`config.mk`:
```
export PLATFORM = sky130hd
export DESIGN_NAME = gray_counter_flat
export DESIGN_NICKNAME = d
export VERILOG_FILES = /design/src/rtl/gray_counter_if.sv /design/src/rtl/gray_counter.sv /design/src/flat_wrapper.sv
export SDC_FILE = /design/constraint.sdc
export NUM_CORES = 1
export LEC_CHECK = 0
export ABC_CLOCK_PERIOD_IN_PS = 1600
export CAP_MARGIN = 20
export CORE_AREA = 2 2 39 41
export CTS_BUF_LIST = sky130_fd_sc_hd__clkbuf_4 sky130_fd_sc_hd__clkbuf_8
export DETAILED_ROUTE_END_ITERATION = 10
export DIE_AREA = 0 0 41 43
export GPL_TIMING_DRIVEN = 0
export PLACE_DENSITY = 0.8
export SYNTH_ARGS = -nofsm -noshare
export SYNTH_HDL_FRONTEND = slang
export SYNTH_SLANG_ARGS = --single-unit
```
`constraint.sdc`:
```
create_clock -name clk -period 1.6 [get_ports clk]
set_clock_uncertainty 0.05 [all_clocks]
set_input_delay 0.32 -clock clk [delete_from_list [all_inputs] [get_ports clk]]
set_output_delay 0.32 -clock clk [all_outputs]
set_load 0.02 [all_outputs]
```
`src/rtl/gray_counter_if.sv`:
```
// gray_counter_if: control and status bundle of the Gray-code counter
//   en, up, load, load_bin : count enable, direction, synchronous load and its value (master -> slave)
//   bin_out, gray_out      : registered binary count and its Gray code (slave -> master)
//   wrap, sat              : wrap pulse and saturation level (slave -> master)
interface gray_counter_if #(parameter int WIDTH = 4);
    logic             en;
    logic             up;
    logic             load;
    logic [WIDTH-1:0] load_bin;
    logic [WIDTH-1:0] bin_out;
    logic [WIDTH-1:0] gray_out;
    logic             wrap;
    logic             sat;
    modport master(output en, up, load, load_bin, input bin_out, gray_out, wrap, sat);
    modport slave(input en, up, load, load_bin, output bin_out, gray_out, wrap, sat);
endinterface

```
`src/rtl/gray_counter.sv`:
```
// gray_counter: registered up/down Gray-code counter with load, wrap/saturate modes and status
//   clk : rising-edge clock
//   rst : asynchronous active-high reset to RESET_VAL
//   io  : gray_counter_if slave (en, up, load, load_bin in; bin_out, gray_out, wrap, sat out)
module gray_counter #(
    parameter int               WIDTH     = 4,
    parameter logic [WIDTH-1:0] RESET_VAL = '0,
    parameter bit               SATURATE  = 1'b0
) (
    input logic          clk,
    input logic          rst,
    gray_counter_if.slave io
);
    localparam logic [WIDTH-1:0] MAX      = '1;
    localparam logic [WIDTH-1:0] ONE      = {{(WIDTH-1){1'b0}}, 1'b1};
    localparam logic [WIDTH-1:0] RST_GRAY = RESET_VAL ^ (RESET_VAL >> 1);
    logic             at_lim;
    logic             hold;
    logic             wrap_next;
    logic             sat_next;
    logic [WIDTH-1:0] bin_next;
    // at_lim: an enabled step is requested past the end of the range
    always_comb begin
        at_lim    = io.en && (io.up ? io.bin_out == MAX : io.bin_out == '0);
        hold      = SATURATE && at_lim;
        bin_next  = io.load ? io.load_bin :
                    (!io.en || hold) ? io.bin_out :
                    io.up ? io.bin_out + ONE : io.bin_out - ONE;
        wrap_next = !SATURATE && !io.load && at_lim;
        sat_next  = SATURATE && !io.load && at_lim;
    end
    // Gray code is derived from the next binary value so both views update on one edge
    always_ff @(posedge clk or posedge rst) begin
        if (rst) begin
            io.bin_out  <= RESET_VAL;
            io.gray_out <= RST_GRAY;
            io.wrap     <= 1'b0;
            io.sat      <= 1'b0;
        end else begin
            io.bin_out  <= bin_next;
            io.gray_out <= bin_next ^ (bin_next >> 1);
            io.wrap     <= wrap_next;
            io.sat      <= sat_next;
        end
    end
endmodule

```
`src/flat_wrapper.sv`:
```
// flat-port wrapper written by rule: the top's interface ports become plain ports
module gray_counter_flat 
#(
    parameter int               WIDTH     = 4,
    parameter logic [WIDTH-1:0] RESET_VAL = '0,
    parameter bit               SATURATE  = 1'b0
)
  (clk, rst, io_en, io_up, io_load, io_load_bin, io_bin_out, io_gray_out, io_wrap, io_sat);
  gray_counter_if #(.WIDTH(WIDTH)) io_i ();
  input logic clk;
  input logic rst;
  input wire logic [$bits(io_i.en)-1:0] io_en;
  input wire logic [$bits(io_i.up)-1:0] io_up;
  input wire logic [$bits(io_i.load)-1:0] io_load;
  input wire logic [$bits(io_i.load_bin)-1:0] io_load_bin;
  output wire logic [$bits(io_i.bin_out)-1:0] io_bin_out;
  output wire logic [$bits(io_i.gray_out)-1:0] io_gray_out;
  output wire logic [$bits(io_i.wrap)-1:0] io_wrap;
  output wire logic [$bits(io_i.sat)-1:0] io_sat;
  assign io_i.en = io_en;
  assign io_i.up = io_up;
  assign io_i.load = io_load;
  assign io_i.load_bin = io_load_bin;
  assign io_bin_out = io_i.bin_out;
  assign io_gray_out = io_i.gray_out;
  assign io_wrap = io_i.wrap;
  assign io_sat = io_i.sat;
  gray_counter #(.WIDTH(WIDTH), .RESET_VAL(RESET_VAL), .SATURATE(SATURATE)) u_core (.clk(clk), .rst(rst), .io(io_i));
endmodule
```
== Word level (Yosys, flattened, before mapping) ==
Index checks and enable logic that the tools add are counted.
Storage, ports and cells
  register bits after elaboration: 9
  input bits: 9
  output and inout bits: 10
  logic and storage cells: 15
Cells by class
  add/subtract/negate cells: 2
  equal/unequal tests: 1
  muxes and demuxes: 4
  bitwise gates (word level): 1
  reduce and logical (&&, ||, !) cells: 4
Operators by type and width (count)
  $mux 4: 3
  $add 4x1->4 const B: 1
  $eq 4x4->1 const B: 1
  $logic_not 4->1: 1
  $sub 4x1->4 const B: 1
  $xor 4x3->4: 1
  $logic_and 1x1->1: 2
  $logic_not 1->1: 1
  $mux 1: 1

== Depth between registers and ports, before layout ==
  word-level depth: 5
  mapped depth: 6
  gate-level depth less buffers: 6

== Worst setup path after synthesis ==
Ideal clock, no wire load.
  path kind: reg-to-reg
  start: reg u_core.io.bin_out[2]
  end: reg u_core.io.gray_out[2]
  setup time: 0.132 ns
  data arrival time: 1.590 ns
  required time: 1.418 ns
  slack: -0.172 ns
  stages on the path, launching flop included: 6
  buffers on the path: 0
  clock period less this slack: 1.772 ns
  cell sequence: dfrtp_1 ha_1 a21oi_1 a211oi_1 or3_4 xor2_1
Between the ends
  longest elaborated chain between the ends: 5
  elaborated cells on any way between the ends: 6
  those cells by class: add/sub: 2; mux: 3; bitwise: 1
RTL lines
  start: declaration: line gray_counter_if.sv:15  | modport slave(input en, up, load, load_bin, output bin_out, gray_out, wrap, sat);
  start signal: assignment: line gray_counter.sv:40  | io.bin_out <= bin_next;
  $sub 4x1->4 or $add 4x1->4 (tied branches): line gray_counter.sv:28  | io.up ? io.bin_out + ONE : io.bin_out - ONE;
  $mux 4 (*): line gray_counter.sv:28
  $mux 4 (*): line gray_counter.sv:27  | (!io.en || hold) ? io.bin_out :
  $mux 4 (*): line gray_counter.sv:26  | bin_next = io.load ? io.load_bin :
  net u_core.bin_next[3]: line gray_counter.sv:21  | logic [WIDTH-1:0] bin_next;
  $xor 4x3->4 (*): line gray_counter.sv:41  | io.gray_out <= bin_next ^ (bin_next >> 1);
  end signal: assignment: line gray_counter.sv:41
  end: declaration: line gray_counter_if.sv:15
Mark *: on every way through the listed nets, which the timed path passes. The rest lies on a longest branch.

== Final worst setup path ==
  start: reg u_core.io.bin_out[1]
  end: reg u_core.io.gray_out[2]
Same word-level chain as after synthesis.

==> run_results.csv <==
group,metric,value,unit
run_status,outcome,"complete, but fails checks",
run_status,failed_checks,"setup timing",
synth,synth.area.top_cells,"dfrtp_1 (43%), xnor2_1 (7.5%), ha_1 (5.3%), buf_4 (4.8%), fa_1 (4.3%)",
route,drtPass1Iterations,2,
synth,yosysWarningCount,0,
synth,seq_area_frac_synth,0.4278,
power_and_ir_drop,p_per_area,1057,mW/mm^2
worst_setup_path,crit_type,"reg2reg",
grt,overflow,0,
grt,grt_pass1_vias,388,
clock_network,cts_tree,"done",
floorplan,die-width,41,um
route,post-route-drc-count,0,
cells_and_area,final_core_util,0.5452,
power_and_ir_drop,p_total,0.0007975,W
worst_setup_path,r2r.worst_path.cells,5,
sta,post-route-min-period,1.645,ns
placed_design,dp_cells,77,
cells_and_area,stdcell_count,86,
sta,drv_slew,0,
synth,syn_inst,45,
min_path,hp-class,"in2async",
floorplan,ioPinCount,19,
route,routed_via_density,4.570,
cells_and_area,regArea,205.2,sq um
floorplan,rows,14,
cells_and_area,multiInputGateArea,277.8,sq um
route,wl_per_cell,11.91,um
synth,synthesis.area,467.9,sq um
sta,fmax,0.6080,GHz
worst_setup_path,arrival,1.73,ns
worst_setup_path,worstReg2RegEnd,"u_core.io.gray_out[2]$_DFF_PP0_",
sta,hold_viol_final,0,
clock_network,cts_buffers,3,
sta,rsz0062_at_grt,"yes",
sta,whs,0.2559,ns
sta,setup_ws,-0.04472,ns
route,drt-initial-drc-count,3,
clock_network,clk_path_buf_depth,2,
power_and_ir_drop,leakage,0.3505,nW
floorplan,fp.dieH,43,um
cells_and_area,nets,83,
synth,synth_top_area_cell,"dfrtp_1",
worst_setup_path,start_kind,"register",
clock_network,cts.sinks,8,
placed_design,place_hpwl,763.3,um
synth,avgSynthCellArea,10.40,sq um
placed_design,post-place-ws,-0.6354,ns
floorplan,dieArea,0.001763,sq mm
grt,antenna_found_initial,0,
synth,synth_cell_types,23,
worst_setup_path,worstPathRequired,1.69,ns
sta,period_share,1.028,
cells_and_area,diodes,0,
cells_and_area,area_growth,61.23,%
clock_network,clock-root-buffer,"clkbuf_4",
cells_and_area,num-fill-cells,125,
worst_setup_path,cp-end-kind,"register",
synth,syn-num-nets,57,
clock_network,cts_hold_buf,0,
route,drtAntennaViolNets,0,
power_and_ir_drop,peakVddDrop,308.5,uV
floorplan,start_util,0.3382,
placed_design,portBuffers,16,
grt,grt.total_usage,0.1362,
floorplan,core_area,0.001384,sq mm
grt,grt_max_degree,10,
run,cap_viol_max_count,0,
clock_network,cts_max_level,1,
sta,setup-violations-final,1,
placed_design,gp_congestion,0.7525,
synth,netlist.area_leader.share,0.4278,
worst_setup_path,path_max_fanout,5,
route,drt_wl_total,1024,um
grt,grt_pass1_wl,1600,um
clock_network,clkTransAtPathRegs,0.06,ns
cells_and_area,drive_gt1_frac,0.3714,
synth,ys_seq_elements,8,
worst_setup_path,rrSetupSlack,-0.04,ns
clock_network,clk_latency,0.26,ns
route,vias,393,
worst_setup_path,r2r_start,"u_core.io.bin_out[1]$_DFF_PP0_",
worst max-delay path by stage:
stage	endpoint	start	slack, ns
3_3_place_gp	u_core.io.gray_out[2]$_DFF_PP0_	io_up	-0.61
4_1_cts	u_core.io.gray_out[2]$_DFF_PP0_	u_core.io.bin_out[0]$_DFF_PP0_	-0.03
2_1_floorplan	u_core.io.gray_out[2]$_DFF_PP0_	u_core.io.bin_out[0]$_DFF_PP0_	-0.03
6_report	u_core.io.gray_out[2]$_DFF_PP0_	u_core.io.bin_out[1]$_DFF_PP0_	-0.04
3_5_place_dp	u_core.io.gray_out[2]$_DFF_PP0_	io_up	-0.64
5_1_grt	u_core.io.gray_out[2]$_DFF_PP0_	u_core.io.bin_out[1]$_DFF_PP0_	-0.09
power by group:
part           switching, W  internal (W)
combinational      0.000161      0.000177
sequential        0.0000329      0.000245
clock             0.0000686      0.000112
total              0.000263      0.000535
synth_stat cells:
| master | n |
|---|---|
| xor2_1 | 2 |
| a21oi_1 | 2 |
| dfrtp_1 | 8 |
| or2b_1 | 1 |
| a211oi_1 | 1 |
| and4b_1 | 1 |
| a22o_1 | 1 |
| conb_1 | 1 |
| inv_1 | 3 |
| or4_1 | 1 |
| xnor2_1 | 4 |
| o21ai_1 | 1 |
| nand2_1 | 2 |
| fa_1 | 1 |
| or3_4 | 1 |
| o21ai_0 | 1 |
| ha_1 | 2 |
| and3_1 | 1 |
| nand3_1 | 1 |
| a31oi_1 | 1 |
| buf_4 | 3 |
| mux2i_1 | 2 |
| nor2_1 | 4 |
metrics by stage:
stage               cell area [sq um]  setup TNS (ns)
finish                          754.5        -0.04472
global route                    754.5         -0.2215
CTS                             732.0        -0.04511
detailed placement              693.2          -3.163
global placement                693.2          -2.963
floorplan                       513.0        -0.02704
state kept, by name, indices dropped and copies added (netlist names):
| register | flops |
|---|---|
| u_core.io.bin_out | 4 |
| u_core.io.gray_out | 3 |
| u_core.io.wrap | 1 |
metal layers:
| metal | vias up | wire, um | GRT usage |
|---|---|---|---|
| met4 | 0 | 0 | 0.1200 |
| met5 | - | 0 | 0 |
| met2 | 7 | 557 | 0.2031 |
| met1 | 187 | 440 | 0.1699 |
| met3 | 0 | 27 | 0 |
| li1 | 199 | - | - |
layout by cell type, fill, tap and decap left out, types with 4 or more instances in the layout:
cell type / n
nor2_1: 4
dfrtp_1: 4
buf_4: 8
dlygate4sd2_1: 6
dfrtp_2: 4
clkdlybuf4s50_1: 8
clkbuf_4: 4
xnor2_1: 4
what timing repair did:
action | in CTS | in global routing
endpoints found under the setup margin | 11 | 5
setup buffers | 2 | 3
gates resized for setup | 10 | 3
pin swaps | 2 | 5
cell type report:
class / instances / area share
repair buffers: 21 / 0.2488
multi-input cells: 31 / 0.3682
inverters: 3 / 0.01493
clock buffers: 4 / 0.03980
flip-flops and latches: 8 / 0.2720
well taps: 16 / 0.02653
plain buffers: 3 / 0.02985
cells by family (layout without fill, tap and decap cells):
kind of cell             count (synthesis)  after routing  share of synthesized area
XOR/XNOR                                 6              6                     0.1123
adder cells (fa/ha/maj)                  3              3                    0.09625
AND/OR/NAND/NOR                         12             12                     0.1497
flip-flops                               8              8                     0.4278
AO/OA/AOI/OAI                            7              7                    0.09091
multiplexers                             2              2                    0.04278
other                                    1              1                   0.008014
buffers and inverters                    6             31                    0.07219
critical path: stages (launching register included):
cell and delay [ns]:
dfrtp_2 0.45, ha_4 0.28, nand3_2 0.07, and4b_1 0.17
or3_4 0.34, xor2_1 0.16
No activity file was read; power rests on OpenSTA's default activity.
